File: src/rtl/handshake_pkg.sv
// Shared types and helpers for the constant-check handshake block.
package handshake_pkg;

  // Two-slot output buffer occupancy.
  typedef enum logic [1:0] {
    EMPTY = 2'd0,
    ONE   = 2'd1,
    TWO   = 2'd2
  } buf_state_t;

  // Widest counter the saturating helper supports.
  localparam int unsigned SAT_MAX_WIDTH = 32;

  // Increment that sticks at max_value instead of wrapping.
  function automatic logic [SAT_MAX_WIDTH-1:0] sat_inc(
    input logic [SAT_MAX_WIDTH-1:0] value,
    input logic [SAT_MAX_WIDTH-1:0] max_value
  );
    return (value >= max_value) ? value : value + SAT_MAX_WIDTH'(1);
  endfunction

endpackage

File: src/rtl/handshake_constant_check_if.sv
// Data-in / match-flag-out valid/ready channel pair.
interface handshake_constant_check_if #(
  parameter int unsigned DATA_WIDTH = 32
);
  logic [DATA_WIDTH-1:0] ins;
  logic                  ins_valid;
  logic                  ins_ready;
  logic                  outs;
  logic                  outs_valid;
  logic                  outs_ready;

  modport master (
    output ins, ins_valid, outs_ready,
    input  ins_ready, outs, outs_valid
  );

  modport slave (
    input  ins, ins_valid, outs_ready,
    output ins_ready, outs, outs_valid
  );
endinterface

File: src/rtl/handshake_skid_buffer.sv
// Two-entry in-order skid buffer; in_ready and out_valid come straight from flops.
module handshake_skid_buffer
  import handshake_pkg::*;
#(
  parameter int unsigned WIDTH = 1
) (
  input  logic             clk,
  input  logic             rst,
  input  logic [WIDTH-1:0] in_data,
  input  logic             in_valid,
  output logic             in_ready,
  output logic [WIDTH-1:0] out_data,
  output logic             out_valid,
  input  logic             out_ready
);

  buf_state_t       state;
  logic [WIDTH-1:0] tail;
  logic             accept_c;
  logic             pop_c;

  assign accept_c = in_valid & in_ready;
  assign pop_c    = out_valid & out_ready;

  // Occupancy FSM; head doubles as the output register.
  always_ff @(posedge clk or negedge rst) begin
    if (!rst) begin
      state     <= EMPTY;
      out_data  <= '0;
      tail      <= '0;
      in_ready  <= 1'b1;
      out_valid <= 1'b0;
    end else begin
      case (state)
        EMPTY: begin
          if (accept_c) begin
            state     <= ONE;
            out_data  <= in_data;
            out_valid <= 1'b1;
          end
        end
        ONE: begin
          if (accept_c && !pop_c) begin
            state    <= TWO;
            tail     <= in_data;
            in_ready <= 1'b0;
          end else if (pop_c && !accept_c) begin
            state     <= EMPTY;
            out_valid <= 1'b0;
          end else if (accept_c && pop_c) begin
            out_data <= in_data;
          end
        end
        TWO: begin
          if (pop_c) begin
            state    <= ONE;
            out_data <= tail;
            in_ready <= 1'b1;
          end
        end
        default: begin
          state     <= EMPTY;
          in_ready  <= 1'b1;
          out_valid <= 1'b0;
        end
      endcase
    end
  end

endmodule

File: src/rtl/handshake_constant_check.sv
// Sink that compares each accepted token to EXPECTED, emits a match flag
// per token and keeps saturating match/mismatch statistics.
// CNT_WIDTH must not exceed handshake_pkg::SAT_MAX_WIDTH.
module handshake_constant_check
  import handshake_pkg::*;
#(
  parameter int unsigned           DATA_WIDTH = 32,
  parameter logic [DATA_WIDTH-1:0] EXPECTED   = '0,
  parameter int unsigned           CNT_WIDTH  = 16
) (
  input  logic                             clk,
  input  logic                             rst,
  handshake_constant_check_if.slave        bus,
  input  logic                             clear,
  output logic                             mismatch_seen,
  output logic [DATA_WIDTH-1:0]            first_bad,
  output logic [CNT_WIDTH-1:0]             match_cnt,
  output logic [CNT_WIDTH-1:0]             mismatch_cnt
);

  localparam logic [CNT_WIDTH-1:0] CNT_MAX = '1;

  logic match_c;
  logic accept_c;

  assign match_c  = (bus.ins == EXPECTED);
  assign accept_c = bus.ins_valid & bus.ins_ready;

  handshake_skid_buffer #(
    .WIDTH (1)
  ) u_skid (
    .clk       (clk),
    .rst       (rst),
    .in_data   (match_c),
    .in_valid  (bus.ins_valid),
    .in_ready  (bus.ins_ready),
    .out_data  (bus.outs),
    .out_valid (bus.outs_valid),
    .out_ready (bus.outs_ready)
  );

  // Statistics on accepted beats; clear wins over the same-cycle update.
  always_ff @(posedge clk or negedge rst) begin
    if (!rst) begin
      mismatch_seen <= 1'b0;
      first_bad     <= '0;
      match_cnt     <= '0;
      mismatch_cnt  <= '0;
    end else if (clear) begin
      mismatch_seen <= 1'b0;
      first_bad     <= '0;
      match_cnt     <= '0;
      mismatch_cnt  <= '0;
    end else if (accept_c) begin
      if (match_c) begin
        match_cnt <= CNT_WIDTH'(sat_inc(SAT_MAX_WIDTH'(match_cnt), SAT_MAX_WIDTH'(CNT_MAX)));
      end else begin
        mismatch_cnt <= CNT_WIDTH'(sat_inc(SAT_MAX_WIDTH'(mismatch_cnt), SAT_MAX_WIDTH'(CNT_MAX)));
        if (!mismatch_seen) begin
          first_bad     <= bus.ins;
          mismatch_seen <= 1'b1;
        end
      end
    end
  end

endmodule

File: src/flat_wrapper.sv
// flat-port wrapper written by rule: the top's interface ports become plain ports
module handshake_constant_check_flat import handshake_pkg::*;
#(
  parameter int unsigned           DATA_WIDTH = 32,
  parameter logic [DATA_WIDTH-1:0] EXPECTED   = '0,
  parameter int unsigned           CNT_WIDTH  = 16
)
  (clk, rst, clear, mismatch_seen, first_bad, match_cnt, mismatch_cnt, bus_ins, bus_ins_valid, bus_outs_ready, bus_ins_ready, bus_outs, bus_outs_valid);
  handshake_constant_check_if #(.DATA_WIDTH(DATA_WIDTH)) bus_i ();
  input  logic clk;
  input  logic rst;
  input  logic clear;
  output logic mismatch_seen;
  output logic [DATA_WIDTH-1:0] first_bad;
  output logic [CNT_WIDTH-1:0] match_cnt;
  output logic [CNT_WIDTH-1:0] mismatch_cnt;
  input wire logic [$bits(bus_i.ins)-1:0] bus_ins;
  input wire logic [$bits(bus_i.ins_valid)-1:0] bus_ins_valid;
  input wire logic [$bits(bus_i.outs_ready)-1:0] bus_outs_ready;
  output wire logic [$bits(bus_i.ins_ready)-1:0] bus_ins_ready;
  output wire logic [$bits(bus_i.outs)-1:0] bus_outs;
  output wire logic [$bits(bus_i.outs_valid)-1:0] bus_outs_valid;
  assign bus_i.ins = bus_ins;
  assign bus_i.ins_valid = bus_ins_valid;
  assign bus_i.outs_ready = bus_outs_ready;
  assign bus_ins_ready = bus_i.ins_ready;
  assign bus_outs = bus_i.outs;
  assign bus_outs_valid = bus_i.outs_valid;
  handshake_constant_check #(.DATA_WIDTH(DATA_WIDTH), .EXPECTED(EXPECTED), .CNT_WIDTH(CNT_WIDTH)) u_core (.clk(clk), .rst(rst), .bus(bus_i), .clear(clear), .mismatch_seen(mismatch_seen), .first_bad(first_bad), .match_cnt(match_cnt), .mismatch_cnt(mismatch_cnt));
endmodule
File: config.mk
export PLATFORM = sky130hd
export DESIGN_NAME = handshake_constant_check_flat
export DESIGN_NICKNAME = d
export VERILOG_FILES = /design/src/rtl/handshake_pkg.sv /design/src/rtl/handshake_constant_check_if.sv /design/src/rtl/handshake_skid_buffer.sv /design/src/rtl/handshake_constant_check.sv /design/src/flat_wrapper.sv
export SDC_FILE = /design/constraint.sdc
export NUM_CORES = 1
export LEC_CHECK = 0
export CAP_MARGIN = 20
export CORE_UTILIZATION = 45
export DETAILED_ROUTE_END_ITERATION = 16
export HOLD_SLACK_MARGIN = 0.06
export PLACE_DENSITY = 0.78
export SETUP_SLACK_MARGIN = 0.15
export SYNTH_ARGS = -nofsm -noshare
export SYNTH_HDL_FRONTEND = slang
export SYNTH_SLANG_ARGS = --single-unit
export TNS_END_PERCENT = 100
File: constraint.sdc
create_clock -name clk -period 6.94 [get_ports clk]
set_clock_uncertainty 0.2 [all_clocks]
set_input_delay 1.388 -clock clk [delete_from_list [all_inputs] [get_ports clk]]
set_output_delay 1.388 -clock clk [all_outputs]
set_load 0.005 [all_outputs]
---- After elaboration in Yosys (flattened, before gate mapping) ----
Cells that the tools add are included.
word-level totals
  word-level logic and storage cells ...... 83
  output and inout port bits .............. 68
  register bits ........................... 71
  input bits .............................. 37
operators by class
  add/subtract/negate cells ............... 2
  bitwise operators ....................... 4
  reduce and logical (&&, ||, !) cells .... 19
  eq/ne operators ......................... 14
  muxes and demuxes ....................... 33
  order comparisons ....................... 2
operator list
  kind                                                                    number
  16-bit two-way mux                                                      8
  32-bit two-way mux                                                      4
  16-bit by 1-bit adder with 16-bit output (second input constant)        2
  16-bit greater-or-equal comparator (second input constant)              2
  32-bit logical NOT                                                      1
  2-bit != test (second input constant)                                   11
  3-bit AND reduction                                                     5
  1-bit two-way mux                                                       13
  1-bit case mux with 3 select lines                                      3
  2-bit two-way mux                                                       4
  2-bit case mux with 3 select lines                                      1
  6-bit AND reduction                                                     1
  2-bit AND reduction                                                     2
  4-bit AND reduction                                                     1
  2-bit nonzero test                                                      2
  1-bit logical AND                                                       3
  3-bit != test (second input constant)                                   1
  3-bit nonzero test                                                      1
  1-bit AND                                                               2
  2-bit by 1-bit equality test with 1-bit output (second input constant)  1
  2-bit equality test (second input constant)                             1
  1-bit logical NOT                                                       2
  2-bit logical NOT                                                       1
  1-bit inverter                                                          2

---- Depth between registers and ports, before layout ----
Gate-level depths: netlist of run 1.
  word-level depth ........................ 6
  gate-level depth with buffers ........... 8
  depth with buffers taken out ............ 7

---- Modules after synthesis ----
Synthesis of run 1 repeated with hierarchy kept, for this count alone.
second synthesis, totals
  cells, all modules ...................... 398
  area total of the unflattened synthesis .. 3732.3 sq um
by module, submodules not included
  module                    area each (sq um)  seq. area each (sq um)  instances  cells each
  handshake_constant_check  3345.7             1626.6                  1          362
  handshake_skid_buffer     386.6              151.4                   1          36

---- Worst setup path before layout of run 1 ----
OpenSTA, ideal clock, no wires.
  path type ............................... in2reg
  start ................................... input bus_ins[3]
  end ..................................... register u_core.match_cnt[7]
  path slack .............................. 3645 ps
  arrival time ............................ 2968 ps
  required time ........................... 6612 ps
  buffers on the path ..................... 2
  cell stages on the path ................. 7
  cell sequence ........................... nor4_1 nand4_1 or2_0 buf_2 buf_6 nor4_1 mux2_1
between the ends
  longest elaborated chain between the ends .. 3
RTL lines
  element                               RTL line                        text
  start: declaration                    flat_wrapper.sv:17              input wire logic [$bits(bus_i.ins)-1:0] bus_ins;
  32-bit logical NOT                    handshake_constant_check.sv:26  assign match_c = (bus.ins == EXPECTED);
  2-bit nonzero test (no source line)   n/a
  3-bit AND reduction (no source line)  n/a
  end signal: assignment                handshake_constant_check.sv:56  match_cnt <= CNT_WIDTH'(sat_inc(SAT_MAX_WIDTH'(match_cnt), SAT_MAX_WIDTH'(CNT_MAX)));
  end: declaration                      handshake_constant_check.sv:17  output logic [CNT_WIDTH-1:0] match_cnt,
Every way passes these cells.
A chain may end at the register's enable or synchronous reset.

---- Worst setup path after layout of run 1 ----
  start ................................... input bus_ins[19]
  end ..................................... register u_core.match_cnt[7]
The elaborated chain is that of the path after synthesis.

==> results of run 1 <==
## state kept, by name, summed over array words and instances, names as in the netlist
signal                   cells
u_core.first_bad            32
u_core.u_skid.out_data       1
u_core.u_skid.state          2
u_core.u_skid.tail           1
u_core.u_skid.in_ready       1
u_core.mismatch_cnt         16
u_core.u_skid.out_valid      1
u_core.match_cnt            16
u_core.mismatch_seen         1
## cells by family after synthesis
logic type,count (synthesis)
buffers and inverters,30
AOI/OAI and AO/OA,97
DFF,71
muxes,8
and+or+nand+nor,175
adders and majority gates,5
xor gates and xnor gates,1
## area by class of cell
cell class | instances | area [um2] | area share (%)
Multi-Input combinational cell | 286 | 1600 | 33.1
Inverter | 8 | 30.0 | 0.620
Sequential cell | 71 | 1780 | 36.7
Clock buffer | 9 | 124 | 2.56
Timing Repair Buffer | 109 | 1070 | 22.0
Clock inverter | 7 | 121 | 2.51
Tap cell | 99 | 124 | 2.56
## cell usage in the layout, fill, tap and decap left out, types with 4 or more instances in the layout
cell	n
a21oi_1	55
nor2_1	17
nor2b_1	10
inv_1	8
nand4_1	13
nor4_1	13
o31ai_1	13
nand2_1	77
mux2_2	7
ha_1	5
buf_4	4
or3_1	6
or4_1	16
clkdlybuf4s50_1	102
o21ai_0	14
dfrtp_1	70
clkbuf_8	9
nand3_1	10
## how the worst max path moves through the flow
stage | to | from | cells past startpoint | slack, ns
6_report | u_core.match_cnt[7] | bus_ins[19] | 7 | 3.19
5_1_grt | u_core.match_cnt[7] | bus_ins[22] | 7 | 2.99
4_1_cts | u_core.mismatch_cnt[11] | bus_ins[19] | 6 | 2.95
3_5_place_dp | u_core.mismatch_cnt[5] | bus_ins[19] | 6 | 2.57
3_3_place_gp | u_core.mismatch_cnt[11] | bus_ins[27] | 6 | 2.66
2_1_floorplan | u_core.match_cnt[7] | bus_ins[3] | 7 | 3.64
## power by group
| part | total [mW] | switching, mW | internal, mW |
|---|---|---|---|
| combinational | 0.0405 | 0.0210 | 0.0195 |
| clock | 0.403 | 0.163 | 0.240 |
| sequential | 0.413 | 0.0000000000000000437 | 0.413 |
## metrics by stage
stage / cells / cell area, um2 / power [mW] / hold slack [ns]
5_1_grt: 589 / 4840 / 0.889 / 0.340
6_report: 589 / 4840 / 0.857 / 0.291
3_3_place_gp: 572 / 4590 / 0.462 / 0.262
4_1_cts: 588 / 4840 / 0.864 / 0.295
2_1_floorplan: 387 / 3500 / 0.429 / 0.246
3_5_place_dp: 572 / 4590 / 0.462 / 0.278
## per-layer routing
metal	track usage, %	vias up	part of all wire [%]
met5	0	-	0
met4	9.01	0	1.0
met3	8.21	10	10
met2	35.1	124	48
met1	30.4	1611	41
li1	-	1608	-
## worst max-delay path, delay by kind of cell
family                 cells  cell delay (ns)
muxes                      1             0.35
buffers and inverters      2             0.66
and+or+nand+nor            4             1.36
==> results.txt, run 1 <==
The flow ran to the end, and the final reports show no timing, DRC or antenna violations. The number of hold-slack violations in the final timing report came out at 0. The layout cell share with drive strength beyond 1 came out at slightly below 7%.

The number of synthesized flops with an enable pin is 0. The worst register-to-register path begins at u_core.match_cnt[0]. Setup violations remaining at the end of the flow were counted as 0. The number of iterations in the first detailed-routing pass came out at 4. The detailed router finished its first iteration with roughly 200 violations. The number of antenna violations at the first check in global routing is 0. Gates resized during post-CTS repair numbered 0.

The total die area is 0.00813 mm2. The tightest slew margin relative to the limit is 32.7%. The number of global-route vias before repair came to about 3100. The complex-gate fraction of the synthesized area came out at 16.0%.

The min-delay analysis places its worst path in the category register to register. The tree built by TritonCTS fans out to roughly 70 sinks. The width of the die is 90.2 um. The first global-routing pass estimated 15100 um of wire. The synthesized design spends more area on one cell type than any other, namely dfrtp_1.

The max-cap violation count is 0. Across the VDD grid, the largest voltage drop is 0.000130 V. Counting cells, the worst reg-to-reg path comes to 6.

Row generation in the floorplan step produced 31 rows. Among the stages of the critical path, the cell type that occurs most often is nor4_1. Summed over all layers, the global routing overflow is 0. The clock root buffer is clkbuf_8. For the final routed database, the setup TNS stands at 0 ns. The multiplexer share of the synthesized area is 2.58%.

The register bit count reported by yosys is 71. Summing the areas of all fa, ha and maj instances in the mapped netlist gives 1.79% of the synthesized area. The endpoint identified for the worst register-to-register timing path is u_core.match_cnt[7]. After synthesis, the share of flip-flops with an asynchronous set or reset is 100%. The number of hold-repair buffers added at the cts stage is 0. Entering global routing, the biggest net connects 76 pins. Walking the worst path, the cells encountered are clkdlybuf4s50_1 -> nor4_1 -> nand4_1 -> or2_0 -> buf_4 -> nor4_1 -> mux2_1. The post-placement worst setup slack came out at about 2.6 ns.

The placed wire-length estimate after detailed placement is 6230 um. The arrival time of the worst setup path came out at roughly 3.8 ns. The top cell type's share of synthesized area came out at 50.1%.

For this run, design rule violations remaining after detail routing come to 0. In this run the register-to-register setup slack is roughly 4.3 ns. The biggest cell delay along the critical path came out at 0.42 ns.

The gate count after technology mapping is 387. For this run, the leading register cell type out of synthesis is dfrtp_1. The worst setup path is launched from an input pin. The height of the chip is ~90 um.

The count of buffers from port buffering is 104. The initial cell density of the core came out at 47.5%. The max-slew violation count was 0. The core region is 0.00737 mm2. Cells fill 65.7% of the core in the end.

The xor and xnor fraction of the mapped netlist area came out at 0.250%. Ranked by total cell area, the synthesized netlist is headed by dfrtp_1 (50%), nand2_1 (8.3%), a21oi_1 (7.9%). The synthesis warning total is 0. Setup repair after global routing left no endpoint under its margin. The average instance area after synthesis came out at 9.04 um2. Summed over all layers, the routed wires come to ~9100 um. The post-route clock period utilization is 54.0%. For this run, the top clock speed supported by timing is 267 MHz. Global routing used 23.2% of the available tracks.

The most common cell in the synthesized netlist is nand2_1. The proportion of synthesized chip area in sequential cells is 50.8%. The overall via count from detail_route came out at 3353. Compared with the post-synthesis result, the final layout area differs by 38.5%.

The later pin in the worst-skew pair is clocked with a latency of 0.35 ns. In this run the worst path has a maximum fanout of 34. The placer congestion estimate came out at 0.835. The end of the worst hold path is u_core.u_skid.tail.

The count of cells along the worst hold path came out at 2. The number of top-level pins is between 100 and 150. The final antenna-violating net count is 0. TritonCTS built the clock tree.

The number of unique standard cell types used by synthesis came out at 39. The actual transition at the worst max-transition pin came out at 1.01 ns. The worst hold path begins at u_core.u_skid.tail.

Counting instances in the post-synthesis netlist gives the leading cell types as nand2_1 (77), dfrtp_1 (70), a21oi_1 (55). The number of setup buffers added after CTS is 0. The category of the worst setup path capture point is a register. In this run the static leakage power is 1.88 nW. The filler cell count in the final layout is 590. The largest buffer count on any clock path came out at 2.

The time the final worst path needs with I/O delays and setup is 3.75 ns. The main combinational cell family by area after synthesis is simple AND/OR/NAND/NOR gates. The least setup slack across all paths after layout came out at 3.19 ns. The required arrival time at the worst endpoint came out at 6.97 ns. The slowest stage of the critical path is the clkdlybuf4s50_1 cell.

The layout net count is 527. Clock-pin slew was measured on the worst setup and hold paths at 0.08 ns. Of the total synthesized cell area, the portion taken by AND, OR, NAND and NOR gates is 25.1%. 0 antenna diodes ended up in the layout. The setup path with the least slack is of type input pin to register.

The number of vias per cell after detailed routing came out at 5.69. The power density over cell area is between 150 and 200 mW/mm2. The number of buffers added by the clock tree synthesis step came out at 9. The average detailed-routed wire length per instance is approximately 15 um.

Synthesis produced a netlist with a net count of between 400 and 500. The H-tree generated during clock tree synthesis spans 3 levels. The summed instance area of the synthesized netlist came out at 0.00350 mm2.
Note: power is estimated with default switching activity, not from simulation.
==> run 2, diff against run 1 <==
- CORE_UTILIZATION: 45 -> 43
- clock period: 6.94 -> 3.4 ns (I/O delays scaled with it)
==> run 2 against run 1 <==
Against the previous run:
- worst setup slack lost 2.6 ns
- clock-buffer cell count is the same
- critical path depth is the same
- die area grew 4.6%
- critical path type unchanged
- critical endpoint unchanged
- largest cell class unchanged
- highest routed layer unchanged
==> results.txt, run 2 (synthesized netlist as in run 1, its figures left out) <==
The run finished with clean final reports. The least setup slack across all paths after layout came out at 0.547 ns (-2.65 ns). The number of vias per cell after detailed routing is 5.65 (-0.77%). The placed wire-length estimate after detailed placement is 6610 um (+6.2%). The layout cell share with drive strength beyond 1 came out at 7.86% (+1.1 points).

The arrival time of the worst setup path came out at 2.89 ns (-0.89 ns). Among cell families on the critical path, the largest total delay comes from simple AND/OR/NAND/NOR gates. The count of final setup violators came to 0 (unchanged).

The layout net count is 533 (+1.1%). The signed area change from the synthesized netlist to the final layout is 40.3%. The maximum fanout encountered on the critical timing path came out at 34 (unchanged). The overall via count from detail_route is 3378 (+0.75%). The final antenna-violating net count is 0 (unchanged). The placer congestion estimate came out at 0.814 (-2.5%). The required arrival time at the worst endpoint came out at 3.44 ns (-3.53 ns). The number of buffers added by the clock tree synthesis step came out at 9 (unchanged). The number of global-route vias before repair came out at 3383 (+9.2%).

The average detailed-routed wire length per instance is 15.6 um (+1.4%). The register bank with the most flops is u_core.first_bad. The post-route clock period utilization came out at 83.9%. The final routed wirelength across all metal layers is 9320 um (+2.9%). Clock tree synthesis selected as its root buffer the cell clkbuf_8. The number of hold-repair buffers added at the cts stage is 0 (unchanged). The count of clock tree sinks came to 71 (unchanged).

Leaving out fill and tap cells, the most frequent cell in the layout is clkdlybuf4s50_1. The biggest cell delay along the critical path came out at 0.43 ns (about the same). The launch point of the worst path is bus_ins[19].

The global-route wire length before repair was 15900 um (+5.3%). The peak supply drop was 0.000323 V (+150%). In this run the critical register-to-register path is captured at u_core.match_cnt[7]. The number of remaining DRC errors is 0 (unchanged). The setup slack on the worst flop-to-flop path came out at 0.84 ns (-3.50 ns). The count of inserted antenna diode cells is 0 (unchanged). Traced cell by cell, the critical path runs through clkdlybuf4s50_1 -> nor4_1 -> nand4_1 -> or2_0 -> buf_4 -> nor4_1 -> mux2_1.

The maximum number of pins on one net before global-route repair came out at 48 (-37%). The violation count after the first detailed-route iteration is 153 (-23%). The routed design could run at a clock period as short as 2.85 ns. The most numerous cell type found on the critical path is nor4_1. The initial cell density of the core was 44.8% (-2.7 points). The worst-case reg-to-reg path depth came out at 6 (unchanged). The total routing resource utilization after global routing is 24.0% (+0.79 points).

The cell leakage power is 1.92 nW (+2.1%). In this run the worst setup path terminates at u_core.match_cnt[7]. The height of the chip is 92.2 um (+2.3%). The category of the worst setup path capture point is a register. The category of the critical setup timing path is input pin to register. The total buffers and inverters traversed by the critical path is 2 (unchanged).

The filler cell count in the final layout was 673 (+14%). The slowest cell on the critical path is clkdlybuf4s50_1. The worst register-to-register path begins at u_core.match_cnt[0]. The cell row count is 32 (+3.2%). The number of setup buffers added after CTS is 0 (unchanged). The summed negative setup slack over all endpoints came out at 0 ns (unchanged). Timing would allow up to 351 MHz.

The power density over cell area is 368 mW/mm2 (+110%). The TritonCTS clock tree is done. The width of the die is 92.2 um (+2.3%). In the final layout, the registers with the most flip-flops are u_core.first_bad x32, u_core.match_cnt x16, u_core.mismatch_cnt x16. The class of the most critical hold timing path is input pin to async pin. Setup repair after global routing left no endpoint under its margin. The actual transition at the worst max-transition pin is 0.816 ns (-0.194 ns). The count of buffers from port buffering came out at 104 (unchanged). The count of cell instances traversed by the critical path came out at 7 (unchanged). The type of element launching the critical path is an input pin. In the layout the commonest cells are clkdlybuf4s50_1 (102), nand2_1 (77), dfrtp_1 (70). The number of flip-flops in the largest register is 32 (unchanged). The largest buffer count on any clock path came out at 2 (unchanged).

The final standard cell count with taps included and fillers excluded is 598 (+1.5%). The number of top-level pins came out at 105 (unchanged). The placed cell count came out at 582 (+1.7%). The number of iterations in the first detailed-routing pass came out at 4 (unchanged).

The clock-pin slew of the registers on the worst-case setup and hold paths is 0.08 ns (about the same). The standard cell core area came to 0.00781 mm2 (+5.9%). The number of resized instances in the post-cts repair step came out at 0 (unchanged).

The total die area is 0.00850 mm2 (+4.6%). The worst-skew pair later-pin latency is 0.35 ns (about the same). The tightest slew margin relative to the limit is 45.6% (+13 points). The number of antenna violations at the first check in global routing is 0 (unchanged). The number of hold-slack violations in the final timing report came out at 0 (unchanged). The H-tree depth is 3 (unchanged). The post-placement worst setup slack is 0.175 ns (-2.39 ns). The total overflow reported by the global router came out at 0 (unchanged).

The max-slew violation count is 0 (unchanged). The max-cap violation count came out at 0 (unchanged).
## run 2: cell count changes in the layout (fill, tap and decap cells not counted), sizes merged
| cell | before | now |
|---|---|---|
| buf | 7 | 13 |
| bufinv | 3 | 4 |
| clkinv | 4 | 3 |
## run 2: stage by stage
stage	cell area, um2	utilization [%]	hold WS [ns]	power (mW)
after detailed placement	4650	59.6	0.274	0.945
after global placement	4650	59.6	0.261	0.944
final	4910	62.9	0.0941	1.81
after floorplan	3500	-	0.184	0.876
after global routing	4910	62.9	0.129	1.86
after CTS	4910	62.9	0.0994	1.82
## run 2: report_power, final
group,switching (mW),total [mW],internal (mW)
clock,0.320,0.878,0.557
combinational,0.0431,0.0836,0.0405
sequential,0.0000000000000000907,0.844,0.844
## run 2: layout make-up
| cell class | count | area [um2] | share of cell area (%) |
|---|---|---|---|
| multi-input cells | 286 | 1600 | 32.6 |
| clock buffers | 9 | 124 | 2.52 |
| repair buffers | 115 | 1110 | 22.7 |
| flip-flops and latches | 71 | 1780 | 36.2 |
| inverters | 8 | 30.0 | 0.612 |
| clock inverters | 7 | 135 | 2.75 |
| well taps | 102 | 128 | 2.60 |
## run 2: per-layer routing
layer	routed length (um)	global-route usage [%]
met1	3930	29.3
met2	4260	38.4
met3	967	8.87
met4	164	9.64
met5	0	0
## run 2: how the worst min path moves through the flow
stage,slack (ns),depth (start not counted),endpoint,start
2_1_floorplan,0.18,0,u_core.first_bad[0],rst
3_3_place_gp,0.26,2,u_core.u_skid.tail,u_core.u_skid.tail
3_5_place_dp,0.27,2,u_core.u_skid.tail,u_core.u_skid.tail
4_1_cts,0.1,1,u_core.mismatch_cnt[9],rst
5_1_grt,0.13,1,u_core.mismatch_cnt[9],rst
6_report,0.09,1,u_core.mismatch_cnt[13],rst
## run 2: worst reg2reg max path, stage by stage (launching register included)
cell and delay [ns]:
dfrtp_1 0.44, ha_1 0.25, nand4_1 0.13, nor4_1 0.47, nand2b_1 0.50, nor4_1 0.12, mux2_1 0.33
==> run 3, diff against run 2 <==
- clock period: 3.4 -> 2.55 ns (I/O delays scaled with it)
==> run 3 against run 2 <==
Against the previous run:
- clock power grew 11%
- critical path type unchanged
- sequential share of layout area shrank 2.3 points
- first-iteration DRC count grew 35%
- highest routed layer unchanged
- clock-buffer cell count grew 1
==> results.txt, run 3 (synthesized netlist as in run 1, its figures left out) <==
The final routed wirelength across all metal layers is 9750 um (+4.6%). The largest buffer count on any clock path is 2 (unchanged). The number of remaining DRC errors is 0 (unchanged). The number of antenna violations at the first check in global routing is 1 (+1). The violation count after the first detailed-route iteration came to 206 (+35%). The category of the worst setup path capture point is a register. The run finished with clean final reports. The startpoint identified for the worst register-to-register timing path is u_core.match_cnt[1]. The fraction of power consumed by combinational cells was 5.0% (+0.4 points). The max-slew violation count is 0 (unchanged). The count of final setup violators came to 0 (unchanged). The setup slack on the worst flop-to-flop path was 0.30 ns (-0.54 ns).

TritonCTS built the clock tree. The clock-pin slew of the registers on the worst-case setup and hold paths was 0.07 ns (about the same). The largest registers in the layout are u_core.first_bad x32, u_core.match_cnt x16, u_core.mismatch_cnt x16. The relative contribution of the clock network to total power is 44.2% (-4.4 points). The register bank with the most flops is u_core.first_bad.

The biggest cell delay along the critical path is 0.45 ns (+0.02 ns). The type of element launching the critical path is an input pin. The maximum number of pins on one net before global-route repair was 72 (+50%).

In the layout the commonest cells are nand2_1 (76), clkdlybuf4s50_1 (70), dfrtp_1 (69). For hold timing, the worst endpoint is u_core.first_bad[2]. The summed negative setup slack over all endpoints came out at 0 ns (unchanged).

The maximum fanout encountered on the critical timing path is 6 (-82%). The share of total power consumed by net switching came to 22.3% (+2.2 points). The arrival time of the worst setup path is 2.40 ns (-0.49 ns).

Walking the worst path, the cells encountered are clkdlybuf4s50_1 -> nand2_4 -> inv_1 -> buf_4 -> ha_1 -> nor2_1 -> a31oi_1 -> o22ai_1 -> mux2_2. The placed wire-length estimate after detailed placement is 6560 um (-0.76%). The number of global-route vias before repair was 3250 (-3.9%). The width of the die is 92.2 um (unchanged).

The library cell used most frequently in the layout, excluding fill and tap cells, is nand2_1. The standard cell core area is 0.00781 mm2 (unchanged). The tightest slew margin relative to the limit is 60.3% (+15 points).

The peak supply drop is 0.000279 V (-14%). The startpoint identified for the worst hold timing path is bus_ins[2]. The count of buffers from port buffering came out at 104 (unchanged). Clock tree synthesis selected as its root buffer the cell clkbuf_8. Among all stages on the critical path, the largest delay is contributed by clkdlybuf4s50_1. The number of buffers added by the clock tree synthesis step is 9 (unchanged).

Along the worst hold path, the cell count comes to 3. The H-tree depth is 3 (unchanged). The placer congestion estimate is 0.833 (+2.3%). The average detailed-routed wire length per instance was 15.6 um (about the same). The power dissipated by switching net loads came out at 0.494 mW (+36%).

The worst-case reg-to-reg path depth came out at 6 (unchanged). In this run the critical register-to-register path is captured at u_core.match_cnt[13]. The portion of total power attributed to sequential cells came to 50.9% (+4.1 points). The overall via count from detail_route came to 3472 (+2.8%). The worst-skew pair later-pin latency is 0.35 ns (about the same). The total die area was 0.00850 mm2 (unchanged). The initial cell density of the core is 44.8% (unchanged). The number of iterations in the first detailed-routing pass is 5 (+1). The total overflow reported by the global router is 0 (unchanged). The global-route wire length before repair is 15600 um (-1.8%). The cell leakage power came out at 2.13 nW (+11%). The time the final worst path needs with I/O delays and setup is 2.37 ns. The final antenna-violating net count came out at 0 (unchanged). The number of flip-flops in the largest register is 32 (unchanged).

The cell row count came out at 32 (unchanged). The layout net count came out at 559 (+4.9%). The power density over cell area is 422 mW/mm2 (+15%).

The total routing resource utilization after global routing is 23.5% (-0.51 points). By startpoint and endpoint, the worst setup path is classified as input pin to register. The max-cap violation count is 0 (unchanged). The required arrival time at the worst endpoint is 2.59 ns (-0.85 ns). The layout cell share with drive strength beyond 1 came to 15.9% (+8.0 points). The height of the chip is 92.2 um (unchanged). The number of vias per cell after detailed routing is 5.56 (-1.7%). The number of top-level pins came out at 105 (unchanged).

The timing-limited maximum frequency is 422 MHz. The min-delay analysis places its worst path in the category input pin to register. The internal power contribution is 1.72 mW (+19%).

The post-route clock period utilization is between 90 and 100%. The signed area change from the synthesized netlist to the final layout is 49.7%. The count of clock tree sinks is 71 (unchanged). Setup repair after global routing could not meet its margin everywhere. The actual transition at the worst max-transition pin came out at 0.596 ns (-0.220 ns). The end-of-flow core utilization is 67.1% (+4.2 points).

The number of hold-slack violations in the final timing report is 0 (unchanged).
==> run 3: changes by cell type in the layout (fill, tap and decap cells not counted), sizes merged, moves of 2 or more <==
cell	change
clkdlybuf4s15	+2
clkdlybuf4s50	-32
dlygate4sd2	+29
clkinvlp	+2
bufinv	-2
buf	+25
==> run 3: layout make-up <==
type                    instances  area, um2
diodes                          1       2.50
clock buffers                  10        128
clock inverters                 6       85.1
fillers                       625       2570
inverters                       8       30.0
multi-input cells             286       1710
flip-flops and latches         71       1780
well taps                     102        128
repair buffers                141       1370
==> run 3: how the worst max path moves through the flow <==
| stage | to | startpoint | depth (start not counted) |
|---|---|---|---|
| floorplan | u_core.match_cnt[7] | bus_ins[6] | 7 |
| global placement | u_core.match_cnt[7] | bus_ins[19] | 7 |
| global route | u_core.match_cnt[12] | bus_ins[7] | 7 |
| detailed placement | u_core.match_cnt[7] | bus_ins[19] | 7 |
| CTS | u_core.mismatch_cnt[12] | bus_ins[16] | 9 |
| finish | u_core.u_skid.out_data | bus_ins_valid | 9 |
==> run 3: critical path: cells and delay by family <==
family / cells / cell delay [ns]
AND/OR/NAND/NOR: 2 / 0.30
adder cells (fa/ha/maj): 1 / 0.21
AO/OA/AOI/OAI: 2 / 0.31
buffers and inverters: 3 / 0.73
multiplexers: 1 / 0.35
==> run 3: metal layers <==
layer / wire length [um] / track usage, %
met5: 0 / 0
met4: 110 / 8.20
met3: 728 / 8.21
met2: 4910 / 37.3
met1: 4010 / 29.7
==> run 3: what timing repair did <==
item / CTS / global route
resized for setup: 46 / 18
endpoints found under the hold margin: 70 / 0
gates cloned: 2 / 0
hold buffers: 1 / 0
pin swaps: 13 / 7
buffers inserted: 2 / 0
endpoints found under the setup margin: 19 / 23
==> run 3: per-stage QoR <==
step,std cells,instance area [um2],total power [mW],hold slack (ns),setup WS [ns]
after CTS,624,5170,2.24,0.284,0.151
after global placement,603,4850,1.27,0.264,-0.382
final,625,5240,2.21,0.282,0.182
after global routing,625,5240,2.29,0.291,0.148
after floorplan,387,3500,1.17,0.0144,0.157
after detailed placement,603,4850,1.27,0.267,-0.428
==> run 3: power by group through the flow <==
stage / Sequential [mW] / Combinational, mW / Clock, mW
after floorplan: 1.15 / 0.0207 / 0
after global placement: 1.15 / 0.120 / 0
after CTS: 1.12 / 0.110 / 1.00
after global routing: 1.12 / 0.121 / 1.05
after detailed placement: 1.15 / 0.121 / 0
final: 1.13 / 0.110 / 0.977
